## src/rtl/am2940_param_if.sv

```systemverilog
// Bus bundle for the am2940_param DMA address generator: instruction, data,
// cascade carries and the transfer-complete flag.
interface am2940_param_if #(
  parameter int unsigned WIDTH = 8
);
  logic [2:0]       instr;
  logic [WIDTH-1:0] data_in;
  logic [WIDTH-1:0] data_out;
  logic [WIDTH-1:0] addr_out;
  logic             acineg;
  logic             aconeg;
  logic             wcineg;
  logic             wconeg;
  logic             done;

  modport master (
    output instr, data_in, acineg, wcineg,
    input  data_out, addr_out, aconeg, wconeg, done
  );

  modport slave (
    input  instr, data_in, acineg, wcineg,
    output data_out, addr_out, aconeg, wconeg, done
  );
endinterface

```

## src/rtl/am2940_param.sv

```systemverilog
// Am2940-style DMA address generator: control, address and word registers
// and counters, with four transfer modes, autoreload and cascade carries.
module am2940_param #(
  parameter int unsigned WIDTH = 8
) (
  input logic           clk,
  input logic           rstneg,
  am2940_param_if.slave bus
);

  typedef enum logic [2:0] {
    WR_CR   = 3'b000,
    RD_CR   = 3'b001,
    RD_WC   = 3'b010,
    RD_AC   = 3'b011,
    REINIT  = 3'b100,
    LD_ADDR = 3'b101,
    LD_WORD = 3'b110,
    ENABLE  = 3'b111
  } instr_e;

  logic [3:0]       cr_q, cr_d;
  logic [WIDTH-1:0] ar_q, ar_d;
  logic [WIDTH-1:0] ac_q, ac_d;
  logic [WIDTH-1:0] wr_q, wr_d;
  logic [WIDTH-1:0] wc_q, wc_d;

  instr_e     op;
  logic [1:0] mode;
  logic       dir;
  logic       autoreload;
  logic       wc_up;
  logic       done_w;
  logic       ac_term;
  logic       wc_term;

  assign op         = instr_e'(bus.instr);
  assign mode       = cr_q[1:0];
  assign dir        = cr_q[2];
  assign autoreload = cr_q[3];
  // Modes 1 and 2 count words upward from zero; modes 0 and 3 count down.
  assign wc_up      = mode[0] ^ mode[1];

  always_comb begin
    done_w = 1'b0;
    case (mode)
      2'd0:    done_w = (wc_q == WIDTH'(1));
      2'd1:    done_w = (wc_q == wr_q);
      2'd2:    done_w = (ac_q == wr_q);
      default: done_w = 1'b0;
    endcase
  end

  assign ac_term = dir   ? (ac_q == '0) : (ac_q == '1);
  assign wc_term = wc_up ? (wc_q == '1) : (wc_q == '0);

  always_comb begin
    cr_d = cr_q;
    ar_d = ar_q;
    ac_d = ac_q;
    wr_d = wr_q;
    wc_d = wc_q;
    case (op)
      WR_CR: cr_d = bus.data_in[3:0];
      REINIT: begin
        ac_d = ar_q;
        wc_d = wc_up ? '0 : wr_q;
      end
      LD_ADDR: begin
        ar_d = bus.data_in;
        ac_d = bus.data_in;
      end
      LD_WORD: begin
        wr_d = bus.data_in;
        wc_d = wc_up ? '0 : bus.data_in;
      end
      ENABLE: begin
        // A completed transfer either reloads (autoreload) or freezes.
        if (done_w) begin
          if (autoreload) begin
            ac_d = ar_q;
            wc_d = wc_up ? '0 : wr_q;
          end
        end else begin
          if (!bus.acineg) ac_d = dir   ? ac_q - WIDTH'(1) : ac_q + WIDTH'(1);
          if (!bus.wcineg) wc_d = wc_up ? wc_q + WIDTH'(1) : wc_q - WIDTH'(1);
        end
      end
      default: ;
    endcase
  end

  always_ff @(posedge clk or negedge rstneg) begin
    if (!rstneg) begin
      cr_q <= '0;
      ar_q <= '0;
      ac_q <= '0;
      wr_q <= '0;
      wc_q <= '0;
    end else begin
      cr_q <= cr_d;
      ar_q <= ar_d;
      ac_q <= ac_d;
      wr_q <= wr_d;
      wc_q <= wc_d;
    end
  end

  always_comb begin
    bus.data_out = '0;
    case (op)
      RD_CR:   bus.data_out = WIDTH'(cr_q);
      RD_WC:   bus.data_out = wc_q;
      RD_AC:   bus.data_out = ac_q;
      default: bus.data_out = '0;
    endcase
  end

  assign bus.addr_out = ac_q;
  assign bus.done     = done_w;
  assign bus.aconeg   = !((op == ENABLE) && !bus.acineg && !done_w && ac_term);
  assign bus.wconeg   = !((op == ENABLE) && !bus.wcineg && !done_w && wc_term);

endmodule

```

## src/flat_wrapper.sv

```systemverilog
// flat-port wrapper written by rule: the top's interface ports become plain ports
module am2940_param_flat 
#(
  parameter int unsigned WIDTH = 8
)
  (clk, rstneg, bus_instr, bus_data_in, bus_acineg, bus_wcineg, bus_data_out, bus_addr_out, bus_aconeg, bus_wconeg, bus_done);
  am2940_param_if #(.WIDTH(WIDTH)) bus_i ();
  input logic clk;
  input logic rstneg;
  input wire logic [$bits(bus_i.instr)-1:0] bus_instr;
  input wire logic [$bits(bus_i.data_in)-1:0] bus_data_in;
  input wire logic [$bits(bus_i.acineg)-1:0] bus_acineg;
  input wire logic [$bits(bus_i.wcineg)-1:0] bus_wcineg;
  output wire logic [$bits(bus_i.data_out)-1:0] bus_data_out;
  output wire logic [$bits(bus_i.addr_out)-1:0] bus_addr_out;
  output wire logic [$bits(bus_i.aconeg)-1:0] bus_aconeg;
  output wire logic [$bits(bus_i.wconeg)-1:0] bus_wconeg;
  output wire logic [$bits(bus_i.done)-1:0] bus_done;
  assign bus_i.instr = bus_instr;
  assign bus_i.data_in = bus_data_in;
  assign bus_i.acineg = bus_acineg;
  assign bus_i.wcineg = bus_wcineg;
  assign bus_data_out = bus_i.data_out;
  assign bus_addr_out = bus_i.addr_out;
  assign bus_aconeg = bus_i.aconeg;
  assign bus_wconeg = bus_i.wconeg;
  assign bus_done = bus_i.done;
  am2940_param #(.WIDTH(WIDTH)) u_core (.clk(clk), .rstneg(rstneg), .bus(bus_i));
endmodule
```

## config.mk

```make
export PLATFORM = sky130hd
export DESIGN_NAME = am2940_param_flat
export DESIGN_NICKNAME = d
export VERILOG_FILES = /design/src/rtl/am2940_param_if.sv /design/src/rtl/am2940_param.sv /design/src/flat_wrapper.sv
export SDC_FILE = /design/constraint.sdc
export NUM_CORES = 1
export LEC_CHECK = 0
export BUFFER_PORTS_ARGS = -buffer_cell sky130_fd_sc_hd__buf_4
export CAP_MARGIN = 25
export CORE_MARGIN = 2
export CORE_UTILIZATION = 59
export DETAILED_ROUTE_END_ITERATION = 16
export GPL_TIMING_DRIVEN = 0
export PLACE_DENSITY = 0.81
export SYNTH_ARGS = -nofsm -noshare
export SYNTH_HDL_FRONTEND = slang
export SYNTH_SLANG_ARGS = --single-unit
```

## constraint.sdc

```tcl
create_clock -name clk -period 3.17 [get_ports clk]
set_input_delay 0.634 -clock clk [delete_from_list [all_inputs] [get_ports clk]]
set_output_delay 0.634 -clock clk [all_outputs]
set_load 0.01 [all_outputs]
```

=== Yosys cells after proc, flatten, opt, wreduce, memory -nomap -nowiden ===
Index checks and enable logic that the tools add are counted.

* $add $sub $neg: 4
* Muxes and demuxes: 16
* Reduce and logical (&&, ||, !) cells: 19
* Bitwise logic cells: 1
* Equality and inequality tests: 17

{| class="wikitable"
|+ Operators with widths
! cell !! number
|-
| 2-to-1 mux 8 bit || 10
|-
| case mux 8 bit (3 select lines) || 3
|-
| adder 8 x 1 -> 8 bit (second input constant) || 2
|-
| == test 8 bit || 2
|-
| == test 8 bit (second input constant) || 2
|-
| logical NOT 8 bit || 2
|-
| subtractor 8 x 1 -> 8 bit (second input constant) || 2
|-
| == test 3 bit (second input constant) || 4
|-
| inequality test 3 x 2 -> 1 bit (second input constant) || 3
|-
| == test 8 x 1 -> 1 bit (second input constant) || 1
|-
| == test 3 x 2 -> 1 bit (second input constant) || 2
|-
| logical AND 1 bit || 6
|-
| AND reduction 3 bit || 2
|-
| nonzero test 3 bit || 2
|-
| logical NOT 1 bit || 5
|-
| == test 3 x 1 -> 1 bit (second input constant) || 1
|-
| logical NOT 3 bit || 1
|-
| case mux 1 bit (3 select lines) || 1
|-
| == test 2 x 1 -> 1 bit (second input constant) || 1
|-
| == test 2 bit (second input constant) || 1
|-
| logical NOT 2 bit || 1
|-
| 2-to-1 mux 1 bit || 2
|-
| XOR 1 bit || 1
|}

* Register bits: 36
* Input bits: 15
* Output and inout port bits: 19

=== Longest topological paths before layout ===
Gate-level depths: netlist of run 1.

* Word-level depth: 6
* Gate-level depth with buffers: 12
* Mapped depth without buffers: 10

=== Worst setup path before layout of run 1 ===
No wires, ideal clock.

* Kind: register to output
* From: register u_core.cr_q[0]
* To: output port bus_aconeg
* Required time: 2.536 ns
* Slack: 0.344 ns
* Data arrival time: 2.192 ns
* Cell stages (with the launch flop): 11
* Buffers on the path: 2
* Path through: dfrtp_1 inv_1 ha_1 buf_4 mux2i_1 nor4bb_1 o2111ai_2 or2_2 buf_2 nand2_2 or3_1

* Longest elaborated chain between the ends: 6
* Elaborated cells on any way between the ends: 8

{| class="wikitable"
|+ RTL lines
! what !! line !! RTL
|-
| start: declaration || am2940_param.sv:22 || <nowiki>logic [3:0] cr_q, cr_d;</nowiki>
|-
| start signal: assignment || am2940_param.sv:101 || <nowiki>cr_q <= cr_d;</nowiki>
|-
| == test 2 bit, or another cell as far along || am2940_param.sv:46 || <nowiki>case (mode)</nowiki>
|-
| case mux 1 bit (3 select lines) * || am2940_param.sv:46 ||
|-
| logical NOT 1 bit * || am2940_param.sv:121 || <nowiki>assign bus.aconeg = !((op == ENABLE) && !bus.acineg && !done_w && ac_term);</nowiki>
|-
| logical AND 1 bit * (2 in a row) || am2940_param.sv:121 ||
|-
| logical NOT 1 bit * || am2940_param.sv:121 ||
|-
| end: declaration || flat_wrapper.sv:16 || <nowiki>output wire logic [$bits(bus_i.aconeg)-1:0] bus_aconeg;</nowiki>
|}

Mark *: on every way between the ends. The rest lies on a longest branch, timed or not.

=== Worst setup path after layout of run 1 ===
* From: register u_core.cr_q[0]
* To: output port bus_wconeg

* Longest elaborated chain between the ends: 6
* Elaborated cells on any way between the ends: 10

{| class="wikitable"
|+ RTL lines
! what !! line !! RTL
|-
| == test 2 bit, or another cell as far along || am2940_param.sv:46 ||
|-
| case mux 1 bit (3 select lines) || am2940_param.sv:46 ||
|-
| logical NOT 1 bit || am2940_param.sv:122 || <nowiki>assign bus.wconeg = !((op == ENABLE) && !bus.wcineg && !done_w && wc_term);</nowiki>
|-
| logical AND 1 bit || am2940_param.sv:122 ||
|-
| logical AND 1 bit * || am2940_param.sv:122 ||
|-
| logical NOT 1 bit * || am2940_param.sv:122 ||
|-
| end: declaration || flat_wrapper.sv:17 || <nowiki>output wire logic [$bits(bus_i.wconeg)-1:0] bus_wconeg;</nowiki>
|}

Marked as above.

==> summary.md, run 1 <==
| Metric | Value |
|---|---|
| Failing checks | negative setup slack |
| CTS H-tree depth | 2 |
| Final Util | 73.9% |
| Syn Inst Count | 357 |
| Status | complete, but fails checks |
| Ys Warns | 0 |
| Setup crit end kind | primary output |
| Final instance area | 0.00370 sq mm |
| Gr busiest metal | met2 |
| Psw | 0.978 mW |
| Most frequent cells in the layout | 55 x nand2_1, 45 x buf_4, 36 x dfrtp_1 |
| Later-pin clock latency in the skew report | 0.30 ns |
| Register area share after synthesis | 29.9% |
| Pint | 1.39 mW |
| Average wire per standard cell | 20.1 um |
| Worst min-delay path class | in -> async |
| Hold buffers post-CTS | 0 |
| PD cells | 639 mW/mm^2 |
| Compound-Gate Fraction of Synth Area | 21.0% |
| Gr usage total | 35.5% |
| Grt met3 use | 6.48% |
| TritonCTS Buffers | 5 |
| First drt pass iteration count | 5 |
| VDD IR max | 0.433 mV |
| Required time of the critical path | 2.54 ns |
| Sequential cell fraction of total power | 31.6% |
| EDFF count, synth | 0 |
| Clk pin slew, worst setup/hold paths | 0.08 ns |
| Final setup vio count | 2 |
| Sw frac | 41.4% |
| Flops & latches, synth | 36 |
| Origin of the critical flop-to-flop path | u_core.cr_q[1] |
| Min cycle time layout | 3.19 ns |
| Crit share post-route | 101% |
| Least-Margin Pin Slew | 0.974 ns |
| # IOs | 34 |
| Clk buf depth | 2 |
| Mux share of post-synthesis cell area | 10.6% |
| Synthesized area per cell | 8.44 sq um |
| Reg-to-reg endpoint | u_core.bus.addr_out[7] |
| Slew margin rel. | 34.9% |
| Adder-cell share of the synthesized area | 6.07% |
| Initial antenna violation count | 0 |
| # port buffers | 31 |
| Clock Sinks | 36 |
| Synth Flop Type | dfrtp_1 |
| GR Overflow Total | 0 |
| Die Wd | 75.4 um |
| DPL Wire Length | 6530 um |
| Crit path DAT | 2.56 ns |
| Max-slew violation count | 0 |
| Critical path launch point type | flip-flop |
| DP Worst Slack | -0.454 ns |
| Commonest non-fill, non-tap cell in the layout | nand2_1 |
| Overall die area | 0.00569 sq mm |
| # fillers | 399 |
| Max Cap Violations | 0 |
| Antenna-violating nets left | 0 |
| Vias/cell | 6.65 |
| Final Wtd Congestion | 0.942 |
| Synth cell types | 61 |
| Xor/xnor cell area share of the yosys netlist | 3.49% |
| Worst clock skew | 0.0106 ns |
| Via Count | 3186 |
| Worst r2r path cells | 11 |
| FFs w/ async S/R, synth | 100% |
| Comb pwr share | 49.2% |
| M2 GR Usage | 56.2% |
| Total design power | 2.36 mW |
| Core region area | 0.00501 sq mm |
| Clk network pwr share | 19.2% |
| Row count | 26 |
| CP startpoint | u_core.cr_q[0] |
| Drt drc | 0 |
| Root Driver | clkbuf_8 |
| Share of cells above drive strength 1 | 24.2% |
| Fmax achieved | 313 MHz |
| # nets final | 437 |
| RSZ-0062 raised after global routing | true |
| Setup ws final | -0.0198 ns |
| First-pass GRT wire length | 15200 um |
| CTS tree | built |
| Main combinational cell family by area after synthesis | simple AND/OR/NAND/NOR gates |
| Reg-to-reg slack, setup | 0.21 ns |
| Diode count | 0 |
| Crit Path Max Fanout | 7 |
| Crit path kind | reg -> out |
| Area growth, synth to finish | 22.9% |
| Vias in the first global route | 3021 |
| Initial DRC count | 480 |
| Leakage | 1.58 nW |
| Initial Util | 60.1% |
| Cell Area, Synth | 0.00301 sq mm |
| Post-Route WL | 9610 um |
| Syn nets | 386 |
| Post-synthesis simple-gate area fraction | 23.3% |
| Pin count of the biggest net entering global routing | 37 |
| Min Hold Slack | 0.278 ns |
| Die Span Y | 75.4 um |
| Global-route track usage on met1 | 47.2% |
| DP Area | 0.00333 sq mm |
| Hold Vio Cnt, Final | 0 |
registers in the layout, summed over array words and instances (netlist names):
name and cells:
u_core.wr_q 8, u_core.bus.addr_out 8, u_core.cr_q 4, u_core.wc_q 8, u_core.ar_q 8
power by group through the flow:
stage                     clock (mW)  sequential, mW  combinational (mW)
after CTS                      0.456           0.733                1.08
after detailed placement           0           0.738                1.04
final                          0.453           0.747                1.16
after global routing           0.471           0.760                1.27
after global placement             0           0.734                1.02
after floorplan                    0           0.697               0.769
critical path, cell delays in order, from the launching register on:
cell and delay [ns]:
dfrtp_1 0.40, inv_2 0.09, ha_4 0.14, buf_8 0.14, mux2i_4 0.28, nor4bb_2 0.09, o2111ai_2 0.31, or2_4 0.22
nand2_8 0.08, or3_4 0.38, buf_6 0.13
area by class of cell:
cell class              count  area [sq um]  area share, %
multi-input cells         284          2040           55.1
flip-flops and latches     36           901           24.3
repair buffers             47           373           10.1
plain buffers              18           108           2.91
clock buffers               7          96.3           2.60
well taps                  70          87.6           2.37
inverters                  16          65.1           1.76
clock inverters             1          30.0          0.811
how the worst max path moves through the flow:
stage / end / slack, ns / cells after the start
2_1_floorplan: bus_aconeg / 0.34 / 10
6_report: bus_wconeg / -0.02 / 10
3_3_place_gp: bus_wconeg / -0.42 / 8
4_1_cts: bus_wconeg / 0.006 / 10
3_5_place_dp: bus_wconeg / -0.45 / 8
5_1_grt: bus_aconeg / -0.11 / 10
layer usage:
layer	wire length [um]	vias to the layer above
li1	-	1420
met1	3900	1477
met2	4290	229
met3	961	60
met4	464	0
met5	0	-
cells in the mapped netlist, drive strengths merged, types with 7 or more instances:
| cell type | n | share of area [%] |
|---|---|---|
| dfrtp | 36 | 30 |
| nor2 | 30 | 3.9 |
| o221ai | 8 | 2.3 |
| nand2 | 57 | 7.2 |
| clkbuf | 13 | 1.7 |
| mux2i | 14 | 4.7 |
| o21ai | 17 | 2.8 |
| a22oi | 7 | 1.7 |
| mux2 | 15 | 6.0 |
| ha | 13 | 5.4 |
| nand3 | 9 | 1.5 |
| inv | 14 | 1.7 |
| nor3 | 11 | 1.8 |
| buf | 8 | 1.9 |
| xor2 | 9 | 2.6 |
| a21oi | 9 | 1.5 |
kinds of logic (layout without fill, tap and decap cells):
| kind of cell | Yosys count | in the layout |
|---|---|---|
| AND/OR/NAND/NOR | 144 | 144 |
| AO/OA/AOI/OAI | 85 | 85 |
| buffers and inverters | 37 | 89 |
| flip-flops | 36 | 36 |
| multiplexers | 29 | 29 |
| adder cells (fa/ha/maj) | 14 | 14 |
| XOR/XNOR | 12 | 12 |
through the flow:
stage	TNS, ns	std cells
detailed placement	-1.26	458
CTS	0	467
finish	-0.0374	479
floorplan	0	357
global placement	-1.39	458
global route	-0.254	479
repair_timing:
| item | 4_1_cts | 5_1_grt |
|---|---|---|
| setup buffers | 4 | 12 |
| resized for setup | 15 | 12 |
| endpoints found under the setup margin | 6 | 3 |
| pin swaps | 5 | 6 |
(Power assumes the default switching activity.)
==> inputs of run 2 (changes only) <==
Settings changed: CELL_PAD_IN_SITES_DETAIL_PLACEMENT set to 1, CELL_PAD_IN_SITES_GLOBAL_PLACEMENT set to 2, CORE_UTILIZATION 59 to 36, PLACE_DENSITY 0.81 to 0.82.
==> run 2 against run 1 <==
Compared with the run above:
- the run now ends clean
- critical endpoint is now bus_aconeg
- global-route usage decreased by 9.8 points
- critical path type unchanged
- fmax increased by 1.1%
- utilization decreased by 29 points
- routed wire length increased by 13%
==> summary.md, run 2 (synthesized netlist as in run 1, its figures left out) <==
| Metric | Value |
|---|---|
| Initial Util | 36.8% |
| Status | finished clean |
| # nets final | 430 |
| Clk network pwr share | 19.8% |
| Comb pwr share | 48.7% |
| Grt met3 use | 4.35% |
| Crit path DAT | 2.52 ns |
| Origin of the critical flop-to-flop path | u_core.cr_q[1] |
| Crit share post-route | 99.5% |
| Max-slew violation count | 0 |
| Later-pin clock latency in the skew report | 0.30 ns |
| Hold Vio Cnt, Final | 0 |
| First drt pass iteration count | 4 |
| Initial antenna violation count | 0 |
| Fmax achieved | 317 MHz |
| VDD IR max | 0.218 mV |
| Clock Sinks | 36 |
| Gr usage total | 25.7% |
| Root Driver | clkbuf_8 |
| Leakage | 1.54 nW |
| Slew margin rel. | 29.7% |
| Non-Filler Instances | 507 |
| Clk buf depth | 2 |
| DPL Wire Length | 7860 um |
| Post-Route WL | 10900 um |
| Global-route track usage on met1 | 35.3% |
| First-pass GRT wire length | 17600 um |
| Row count | 33 |
| Sequential cell fraction of total power | 31.5% |
| RSZ-0062 raised after global routing | true |
| Max Cap Violations | 0 |
| Antenna-violating nets left | 0 |
| DP Area | 0.00338 sq mm |
| CTS H-tree depth | 2 |
| Commonest non-fill, non-tap cell in the layout | nand2_1 |
| Gr busiest metal | met2 |
| Share of cells above drive strength 1 | 23.1% |
| Vias/cell | 6.00 |
| Worst clock skew | 0.00803 ns |
| Min cycle time layout | 3.15 ns |
| Critical path launch point type | flip-flop |
| Required time of the critical path | 2.54 ns |
| Average wire per standard cell | 21.5 um |
| Sw frac | 42.3% |
| GR Overflow Total | 0 |
| Final setup vio count | 0 |
| Final Wtd Congestion | 0.846 |
| Psw | 1.01 mW |
| Drt drc | 0 |
| Most frequent cells in the layout | 55 x nand2_1, 39 x buf_4, 36 x dfrtp_1 |
| Pin count of the biggest net entering global routing | 37 |
| Final instance area | 0.00369 sq mm |
| Clk pin slew, worst setup/hold paths | 0.08 ns |
| Worst min-delay path class | in -> async |
| M2 GR Usage | 41.1% |
| Diode count | 0 |
| TritonCTS Buffers | 5 |
| PD cells | 644 mW/mm^2 |
| Crit path kind | reg -> out |
| Initial DRC count | 168 |
| Least-Margin Pin Slew | 1.05 ns |
| # port buffers | 31 |
| Crit Path Max Fanout | 8 |
| Min Hold Slack | 0.300 ns |
| Via Count | 3044 |
| # IOs | 34 |
| Pint | 1.37 mW |
| Setup TNS | 0 ns |
| Hold buffers post-CTS | 0 |
| Core region area | 0.00818 sq mm |
| Die Span Y | 95.5 um |
| Area growth, synth to finish | 22.5% |
| DP Cell Count | 493 |
| CTS tree | built |
| Vias in the first global route | 3125 |
| Overall die area | 0.00911 sq mm |
| Die Wd | 95.5 um |
| CP startpoint | u_core.cr_q[1] |
| Setup crit end kind | primary output |
## run 2: cell count changes in the layout (fill, tap and decap cells not counted), sizes merged
cell / change
buf: -7
## run 2: area by class of cell
type / count / area, sq um
Fill cell: 1000 / 4490
Multi-Input combinational cell: 284 / 2040
Sequential cell: 36 / 901
Timing Repair Buffer: 40 / 308
Tap cell: 105 / 131
Buffer: 18 / 113
Clock buffer: 7 / 96.3
Inverter: 16 / 65.1
Clock inverter: 1 / 30.0
## run 2: layer usage
| metal | up-vias | share of wire [%] |
|---|---|---|
| met5 | - | 0 |
| met4 | 0 | 2.5 |
| met3 | 24 | 5.4 |
| met2 | 84 | 46 |
| met1 | 1532 | 46 |
| li1 | 1404 | - |
## run 2: worst max-delay path: stages (launching register included)
cell and delay [ns]:
dfrtp_1 0.44, ha_4 0.19, buf_12 0.14, mux2i_4 0.19, nor4bb_4 0.18, o2111ai_2 0.27, or2_4 0.22, nand2_8 0.07
or3_4 0.38, buf_6 0.13
## run 2: stage by stage
| stage | total power [mW] | utilization, % | worst slack [ns] |
|---|---|---|---|
| floorplan | 1.47 | - | 0.344 |
| global placement | 1.81 | 41.3 | -0.592 |
| detailed placement | 1.83 | 41.3 | -0.619 |
| CTS | 2.34 | 44.2 | 0.0150 |
| global route | 2.55 | 45.1 | -0.0420 |
| finish | 2.38 | 45.1 | 0.0164 |
## run 2: timing repair
item	CTS	global route
pin swaps	6	4
gates resized for setup	18	12
setup buffers	8	1
endpoints found under the setup margin	8	6
## run 2: final timing paths
kind / endpoint / slack (ns) / cells past startpoint
max reg2reg: u_core.bus.addr_out[7] / 0.25 / 11
min in group clk: u_core.ar_q[4] / 0.54 / 1
max in group asynchronous: u_core.bus.addr_out[5] / 2.49 / 1
min reg2reg: u_core.ar_q[4] / 0.54 / 1
max: bus_aconeg / 0.02 / 9
min: u_core.ar_q[0] / 0.30 / 1
## run 2: power groups by stage
| stage | registers (mW) | clock network [mW] | logic [mW] |
|---|---|---|---|
| finish | 0.748 | 0.471 | 1.16 |
| global route | 0.766 | 0.498 | 1.28 |
| CTS | 0.741 | 0.482 | 1.12 |
| detailed placement | 0.749 | 0 | 1.08 |
| global placement | 0.745 | 0 | 1.06 |
| floorplan | 0.697 | 0 | 0.769 |
